[src/rtl/i2s_pkg.sv]
// Shared definitions for the I2S-family transmitter.
//   fmt_e       : wire format encodings (I2S, left-justified, right-justified)
//   calc_inc    : fractional clock-enable accumulator increment
//   msb_index   : slot bit index that carries the sample MSB for a format
package i2s_pkg;

  typedef enum logic [1:0] {
    FMT_I2S = 2'd0,
    FMT_LJ  = 2'd1,
    FMT_RJ  = 2'd2,
    FMT_RSV = 2'd3
  } fmt_e;

  // Two ce pulses per bit (one per sclk edge), two slots per frame.
  function automatic logic [31:0] calc_inc(input int unsigned freq, input int unsigned slot_dw);
    return 32'(freq * 2 * slot_dw * 2);
  endfunction

  function automatic int msb_index(input fmt_e f, input int slot_dw, input int audio_dw);
    case (f)
      FMT_LJ:  return 0;
      FMT_RJ:  return slot_dw - audio_dw;
      default: return 1;
    endcase
  endfunction

endpackage

[src/rtl/i2s_tx_fmt_mavg.sv]
// Single-channel moving average over the last 2**FILT_LOG2 loaded samples,
// kept as a running sum so each load costs one add and one subtract.
//   clk, reset_n : system clock, asynchronous active-low reset
//   load         : enter din into the window (one strobe per frame)
//   din          : signed sample entering the window
//   dout         : registered average, updated on the clock after load
module i2s_mavg #(
  parameter int AUDIO_DW  = 16,
  parameter int FILT_LOG2 = 3
) (
  input  logic                       clk,
  input  logic                       reset_n,
  input  logic                       load,
  input  logic signed [AUDIO_DW-1:0] din,
  output logic signed [AUDIO_DW-1:0] dout
);

  localparam int DEPTH = 2 ** FILT_LOG2;
  localparam int SW    = AUDIO_DW + FILT_LOG2;

  logic signed [AUDIO_DW-1:0]  mem_q [DEPTH];
  logic signed [AUDIO_DW-1:0]  mem_d [DEPTH];
  logic        [FILT_LOG2-1:0] ptr_q, ptr_d;
  logic signed [SW-1:0]        sum_q, sum_d;
  logic signed [AUDIO_DW-1:0]  dout_q, dout_d;
  logic signed [SW-1:0]        din_x, old_x;

  always_comb begin
    mem_d  = mem_q;
    ptr_d  = ptr_q;
    sum_d  = sum_q;
    dout_d = dout_q;
    din_x  = {{FILT_LOG2{din[AUDIO_DW-1]}}, din};
    old_x  = {{FILT_LOG2{mem_q[ptr_q][AUDIO_DW-1]}}, mem_q[ptr_q]};
    if (load) begin
      sum_d        = sum_q + din_x - old_x;
      mem_d[ptr_q] = din;
      ptr_d        = ptr_q + FILT_LOG2'(1);
      // Dropping the low FILT_LOG2 bits of a signed sum is an arithmetic
      // right shift; the window can never exceed AUDIO_DW bits of average.
      dout_d       = sum_d[SW-1:FILT_LOG2];
    end
  end

  always_ff @(posedge clk or negedge reset_n) begin
    if (!reset_n) begin
      for (int i = 0; i < DEPTH; i++) mem_q[i] <= '0;
      ptr_q  <= '0;
      sum_q  <= '0;
      dout_q <= '0;
    end else begin
      mem_q  <= mem_d;
      ptr_q  <= ptr_d;
      sum_q  <= sum_d;
      dout_q <= dout_d;
    end
  end

  assign dout = dout_q;

endmodule

[src/rtl/i2s_tx_fmt.sv]
// I2S / left-justified / right-justified audio serialiser with valid/ready
// sample intake, underrun reporting and an optional moving-average filter.
//   clk, reset_n            : system clock, asynchronous active-low reset
//   clk_rate                : clk frequency in Hz (static)
//   fmt, filter_en          : wire format and filter select, sampled per frame
//   left_chan, right_chan   : signed sample pair, offered with sample_valid
//   sample_ready            : holding register empty
//   sclk, lrclk, sdata      : DAC pins, data changes on sclk falling edge
//   underrun                : one-clk pulse when a frame starts with no new pair
module i2s_tx_fmt
  import i2s_pkg::*;
#(
  parameter int I2S_FREQ  = 48000,
  parameter int AUDIO_DW  = 16,
  parameter int SLOT_DW   = 32,
  parameter int FILT_LOG2 = 3
) (
  input  logic                       clk,
  input  logic                       reset_n,
  input  logic [31:0]                clk_rate,
  input  logic [1:0]                 fmt,
  input  logic                       filter_en,
  input  logic signed [AUDIO_DW-1:0] left_chan,
  input  logic signed [AUDIO_DW-1:0] right_chan,
  input  logic                       sample_valid,
  output logic                       sample_ready,
  output logic                       sclk,
  output logic                       lrclk,
  output logic                       sdata,
  output logic                       underrun
);

  localparam logic [31:0] INC     = calc_inc(I2S_FREQ, SLOT_DW);
  localparam int          BW      = $clog2(2 * SLOT_DW);
  localparam logic [BW-1:0] BC_LAST = BW'(2 * SLOT_DW - 1);

  logic [31:0]                cnt_q, cnt_d;
  logic                       ce_q, ce_d;
  logic                       sclk_q, sclk_d;
  logic                       lrclk_q, lrclk_d;
  logic                       sdata_q, sdata_d;
  logic [BW-1:0]              bit_cnt_q, bit_cnt_d;
  fmt_e                       fmt_q, fmt_d;
  logic                       sample_ready_q, sample_ready_d;
  logic                       underrun_q, underrun_d;
  logic signed [AUDIO_DW-1:0] hold_l_q, hold_l_d, hold_r_q, hold_r_d;
  logic signed [AUDIO_DW-1:0] last_l_q, last_l_d, last_r_q, last_r_d;
  logic signed [AUDIO_DW-1:0] tx_l_q, tx_l_d, tx_r_q, tx_r_d;

  logic [32:0]                cnt_sum;
  logic                       fall, boundary, full, accept;
  logic signed [AUDIO_DW-1:0] in_l, in_r, filt_l, filt_r, samp;
  logic [AUDIO_DW-1:0]        sh;
  logic                       slot;
  int                         idx, pos;

  i2s_mavg #(.AUDIO_DW(AUDIO_DW), .FILT_LOG2(FILT_LOG2)) u_mavg_l (
    .clk(clk), .reset_n(reset_n), .load(boundary), .din(in_l), .dout(filt_l)
  );

  i2s_mavg #(.AUDIO_DW(AUDIO_DW), .FILT_LOG2(FILT_LOG2)) u_mavg_r (
    .clk(clk), .reset_n(reset_n), .load(boundary), .din(in_r), .dout(filt_r)
  );

  always_comb begin
    // Fractional clock enable; too-slow a system clock degenerates to ce every clk.
    cnt_sum = {1'b0, cnt_q} + {1'b0, INC};
    if ({1'b0, clk_rate} < {INC, 1'b0}) begin
      ce_d  = 1'b1;
      cnt_d = '0;
    end else if (cnt_sum >= {1'b0, clk_rate}) begin
      ce_d  = 1'b1;
      cnt_d = cnt_sum[31:0] - clk_rate;
    end else begin
      ce_d  = 1'b0;
      cnt_d = cnt_sum[31:0];
    end

    sclk_d    = ce_q ? ~sclk_q : sclk_q;
    fall      = ce_q & sclk_q;
    boundary  = fall && (bit_cnt_q == BC_LAST);
    bit_cnt_d = bit_cnt_q;
    if (fall) bit_cnt_d = boundary ? '0 : bit_cnt_q + BW'(1);

    fmt_d = fmt_q;
    if (boundary) fmt_d = (fmt == 2'd3) ? FMT_I2S : fmt_e'(fmt);

    // Intake: the holding register is full exactly when ready is low.
    full           = ~sample_ready_q;
    accept         = sample_valid & sample_ready_q;
    sample_ready_d = sample_ready_q;
    if (accept)                sample_ready_d = 1'b0;
    else if (boundary && full) sample_ready_d = 1'b1;
    hold_l_d   = accept ? left_chan  : hold_l_q;
    hold_r_d   = accept ? right_chan : hold_r_q;
    underrun_d = boundary & ~full;

    // On underrun the previous pair is re-entered so the filter keeps its cadence.
    in_l     = full ? hold_l_q : last_l_q;
    in_r     = full ? hold_r_q : last_r_q;
    last_l_d = boundary ? in_l : last_l_q;
    last_r_d = boundary ? in_r : last_r_q;

    // Transmit the result formed at the previous boundary: one frame of latency.
    tx_l_d = tx_l_q;
    tx_r_d = tx_r_q;
    if (boundary) begin
      tx_l_d = filter_en ? filt_l : last_l_q;
      tx_r_d = filter_en ? filt_r : last_r_q;
    end

    lrclk_d = lrclk_q;
    sdata_d = sdata_q;
    slot    = 1'b0;
    idx     = 0;
    pos     = 0;
    samp    = '0;
    sh      = '0;
    if (fall) begin
      slot    = (bit_cnt_d >= BW'(SLOT_DW));
      idx     = int'(bit_cnt_d) - (slot ? SLOT_DW : 0);
      pos     = idx - msb_index(fmt_d, SLOT_DW, AUDIO_DW);
      samp    = slot ? tx_r_d : tx_l_d;
      sh      = samp << pos;
      sdata_d = (pos >= 0 && pos < AUDIO_DW) ? sh[AUDIO_DW-1] : 1'b0;
      lrclk_d = (fmt_d == FMT_I2S) ? slot : ~slot;
    end
  end

  always_ff @(posedge clk or negedge reset_n) begin
    if (!reset_n) begin
      cnt_q          <= '0;
      ce_q           <= 1'b0;
      sclk_q         <= 1'b1;
      lrclk_q        <= 1'b1;
      sdata_q        <= 1'b0;
      bit_cnt_q      <= BC_LAST;
      fmt_q          <= FMT_I2S;
      sample_ready_q <= 1'b1;
      underrun_q     <= 1'b0;
      hold_l_q       <= '0;
      hold_r_q       <= '0;
      last_l_q       <= '0;
      last_r_q       <= '0;
      tx_l_q         <= '0;
      tx_r_q         <= '0;
    end else begin
      cnt_q          <= cnt_d;
      ce_q           <= ce_d;
      sclk_q         <= sclk_d;
      lrclk_q        <= lrclk_d;
      sdata_q        <= sdata_d;
      bit_cnt_q      <= bit_cnt_d;
      fmt_q          <= fmt_d;
      sample_ready_q <= sample_ready_d;
      underrun_q     <= underrun_d;
      hold_l_q       <= hold_l_d;
      hold_r_q       <= hold_r_d;
      last_l_q       <= last_l_d;
      last_r_q       <= last_r_d;
      tx_l_q         <= tx_l_d;
      tx_r_q         <= tx_r_d;
    end
  end

  assign sample_ready = sample_ready_q;
  assign sclk         = sclk_q;
  assign lrclk        = lrclk_q;
  assign sdata        = sdata_q;
  assign underrun     = underrun_q;

endmodule
[config.mk]
export PLATFORM = sky130hd
export DESIGN_NAME = i2s_tx_fmt
export DESIGN_NICKNAME = d
export VERILOG_FILES = /design/src/rtl/i2s_pkg.sv /design/src/rtl/i2s_tx_fmt_mavg.sv /design/src/rtl/i2s_tx_fmt.sv
export SDC_FILE = /design/constraint.sdc
export NUM_CORES = 1
export LEC_CHECK = 0
export CAP_MARGIN = 10
export CORE_MARGIN = 2
export CORE_UTILIZATION = 64
export CTS_BUF_LIST = sky130_fd_sc_hd__clkbuf_8
export CTS_CLUSTER_DIAMETER = 200
export DETAILED_ROUTE_END_ITERATION = 16
export GPL_TIMING_DRIVEN = 0
export HOLD_SLACK_MARGIN = 0.12
export PLACE_DENSITY = 0.83
export SYNTH_ARGS = -nofsm -noshare
export SYNTH_HDL_FRONTEND = slang
export SYNTH_SLANG_ARGS = --single-unit
[constraint.sdc]
create_clock -name clk -period 6.7 [get_ports clk]
set_clock_uncertainty 0.1 [all_clocks]
set_input_delay 0.67 -clock clk [delete_from_list [all_inputs] [get_ports clk]]
set_output_delay 0.67 -clock clk [all_outputs]
set_load 0.02 [all_outputs]
==> impl_metrics.ini <==
[synthesis]
synth_area_leaders = dfrtp_1 (45%), mux4_2 (6.8%), o21ai_0 (5.0%)
synthAdderAreaFrac = 0.07813
ys_warn_count = 0
yosysTopAreaCell = dfrtp_1
synth_compound_area_frac = 0.1287
synthFlopType = dfrtp_1
synthMuxAreaShare = 0.1318
synth_edf_count = 0
syn_avg_cell_area_um2 = 10.05
async_reset_ff_frac = 1.000
ys_seq_area_frac = 0.4647
synth_xor_area_frac = 0.02830
syn_inst = 2370
synth_top_family_by_area = multiplexers
synth-simple-area-share = 0.1160
syn_area_um2 = 23830
synth_cell_types = 70
yosys_register_bits = 442
synth.top_cell.area_share = 0.4547

[global_route]
grt_max_degree = 123
antenna_found_initial = 0
top_usage_layer = met2
grt_pass1_vias = 19510
use_met3 = 0.05715
grt_pass1_wl_um = 102000
gr-usage-all-layers = 0.3365
grt_use_met2 = 0.5385
grt-ovfl-total = 0
use_met1 = 0.4470

[power]
finalPower_mw = 8.163
peakVddDrop_mv = 0.2280
leakage_nw = 12.45
power.density_nw_per_um2 = 304.7

[worst_setup_path]
cp-end-kind = flop
arrival_ns = 6.44
r2r_start = ce_q
cp.required_ns = 7.18
startpoint = ce_q
reg2reg_depth = 20
startpoint_type = flop
timing.rr.end = sdata
endpoint = sdata
r2r_setup_slack_ns = 0.73
crit_type = reg -> reg
crit_fanout = 10

[die]
fp-row-count = 70
die_w_um = 197.0
chipHeight_um = 197.0
initial_utilization = 0.6509
ios = 75
dieArea_um2 = 38790
core_region_area_um2 = 36610

[sta]
rsz0062_at_grt = false
whs_ns = 0.3683
slew_violations = 0
max_clock_freq_mhz = 167.5
setup_viol = 0
max-slew-margin-rel = 0.1611
period_share = 0.8908
max_slew.worst_pin.slew_ns = 1.223
fin_crit_ns = 5.969
hold_viol = 0

[final_layout]
nets = 2725
final_util = 0.7318
fill_cells = 2589
multi_input_area_um2 = 11530
diodes = 0
final_cells = 3054
stdcell_area_um2 = 26790
area_delta_synth_final_pct = 12.43
drive_gt1_frac = 0.1133
regArea_um2 = 11070

[clock_tree]
htree_levels = 3
cts_buffers = 75
cts.sinks = 442
cts_buffer_depth = 3
clkTransAtPathRegs_ns = 0.06
insertion_delay_ns = 0.64
cts-root-buf = clkbuf_8
cts_tree = yes

[detailed_routing]
wl_per_cell_um = 20.54
postRouteAntennaNets = 0
first_pass_iters = 7
wirelength_um = 62730
post_drt_via_cell_ratio = 6.210
drc_errors = 0
vias = 18970
drt_iter0_markers = 1701

[worst_hold_path]
hold_class = reg -> reg
hold_depth = 1
hp-start = u_mavg_l.dout[15]

[run_status]
outcome = completed

[placement]
gp_congestion = 0.9494
post-dp-hpwl_um = 44860
dpl_cell_area_um2 = 25250
port_buffers = 73
dp.cells = 2919

[job]
cap_viol_max_count = 0
## routing by layer
metal  share of wire  routed length, um  vias to the layer above
li1                -                  -                     8469
met1            0.41              25450                     9436
met2            0.48              29910                      855
met3           0.071               4432                      205
met4           0.047               2936                        0
met5               0                  0                        -
## synth_stat cells, types with 6 or more instances
library cell and count:
a21oi_1 196, or3_1 8, inv_1 201, clkbuf_1 78, mux4_2 72, fa_1 38, nor4_1 9, mux2_2 69
buf_2 11, dfstp_2 9, o31ai_1 10, nand3_1 31, nand4_1 15, dfrtp_1 433, nor2_1 182, nand3b_1 7
nor3_1 22, a21o_1 25, o21ai_0 238, nor3b_1 6, xor2_1 30, nand2_1 316, ha_1 88, nand2b_1 11
mux2i_1 73, buf_1 23, xnor2_1 47, o21bai_1 9, o21a_1 7, a31oi_1 9, and3_1 9, a211oi_1 12
nor2b_1 7
## power by group
part,internal [mW],leakage [nW],switching (mW)
registers,2.84,5.85,0.119
clock network,1.34,0.881,1.12
logic,1.12,5.72,1.62
## worst min path at each step
stage | end | slack [ns]
finish | u_mavg_l.dout[15] | 0.37
detailed placement | u_mavg_l.dout[15] | 0.36
CTS | u_mavg_l.dout[15] | 0.37
global placement | fmt_q[0] | 0.35
floorplan | ce_q | 0.27
global route | u_mavg_l.mem_q[92] | 0.40
## layout make-up
| class | count | share of cell area |
|---|---|---|
| inverters | 202 | 0.02830 |
| well taps | 468 | 0.02186 |
| clock buffers | 97 | 0.04983 |
| clock inverters | 37 | 0.007286 |
| flip-flops and latches | 442 | 0.4133 |
| plain buffers | 118 | 0.01817 |
| repair buffers | 77 | 0.03092 |
| multi-input cells | 1613 | 0.4304 |
## logic make-up (layout without fill, tap and decap cells)
logic type,count (synthesis),count (layout)
AOI/OAI and AO/OA,548,548
xor gates and xnor gates,77,77
adders and majority gates,126,126
buffers and inverters,320,531
DFF,442,442
muxes,215,215
other,1,6
and+or+nand+nor,641,641
## placed cells by master, fill, tap and decap left out, drive strengths merged, types with 30 or more instances in the layout
cell type / Yosys / layout
a21oi: 196 / 196
buf: 40 / 44
clkbuf: 78 / 175
clkdlybuf4s50: 0 / 72
dfrtp: 433 / 433
fa: 38 / 38
ha: 88 / 88
inv: 202 / 230
mux2: 70 / 70
mux2i: 73 / 73
mux4: 72 / 72
nand2: 316 / 316
nand3: 32 / 32
nor2: 182 / 182
o21ai: 241 / 241
xnor2: 47 / 47
xor2: 30 / 30
## per-stage QoR
step | worst slack (ns) | setup TNS [ns]
6_report | 0.7313 | 0
5_1_grt | 0.4500 | 0
2_1_floorplan | 1.922 | 0
3_5_place_dp | 0.8701 | 0
4_1_cts | 0.8215 | 0
3_3_place_gp | -13.84 | -6032.26
## state kept, by name, indices dropped and copies added (netlist names), 6 cells and up
name and count:
hold_r_q 16, u_mavg_l.mem_q 128, hold_l_q 16, tx_l_q 16
last_r_q 16, u_mavg_r.mem_q 128, u_mavg_l.dout 16, tx_r_q 16
bit_cnt_q 6, cnt_q 32, u_mavg_r.dout 16, last_l_q 16
## worst max-delay path, cell delays in order (launching register included)
cell and delay [ns]:
dfrtp_1 0.54, and2_4 0.24, nand4_2 0.17, nor2_1 0.32, buf_6 0.24, clkbuf_1 0.74, clkbuf_1 0.62, nand3b_1 0.20
nand2_1 0.16, ha_1 0.27, ha_1 0.22, ha_1 0.21, and3_1 0.19, fa_1 0.37, inv_1 0.06, ha_1 0.22
nand4b_1 0.18, nor4_1 0.27, nand3_1 0.15, a2111o_1 0.36, nand3_1 0.09
## what timing repair did
action,CTS,global route
buffers inserted,0,0
gates resized for setup,0,0
endpoints found under the hold margin,93,0
hold buffers,1,0
No activity file was read; power rests on OpenSTA's default activity.
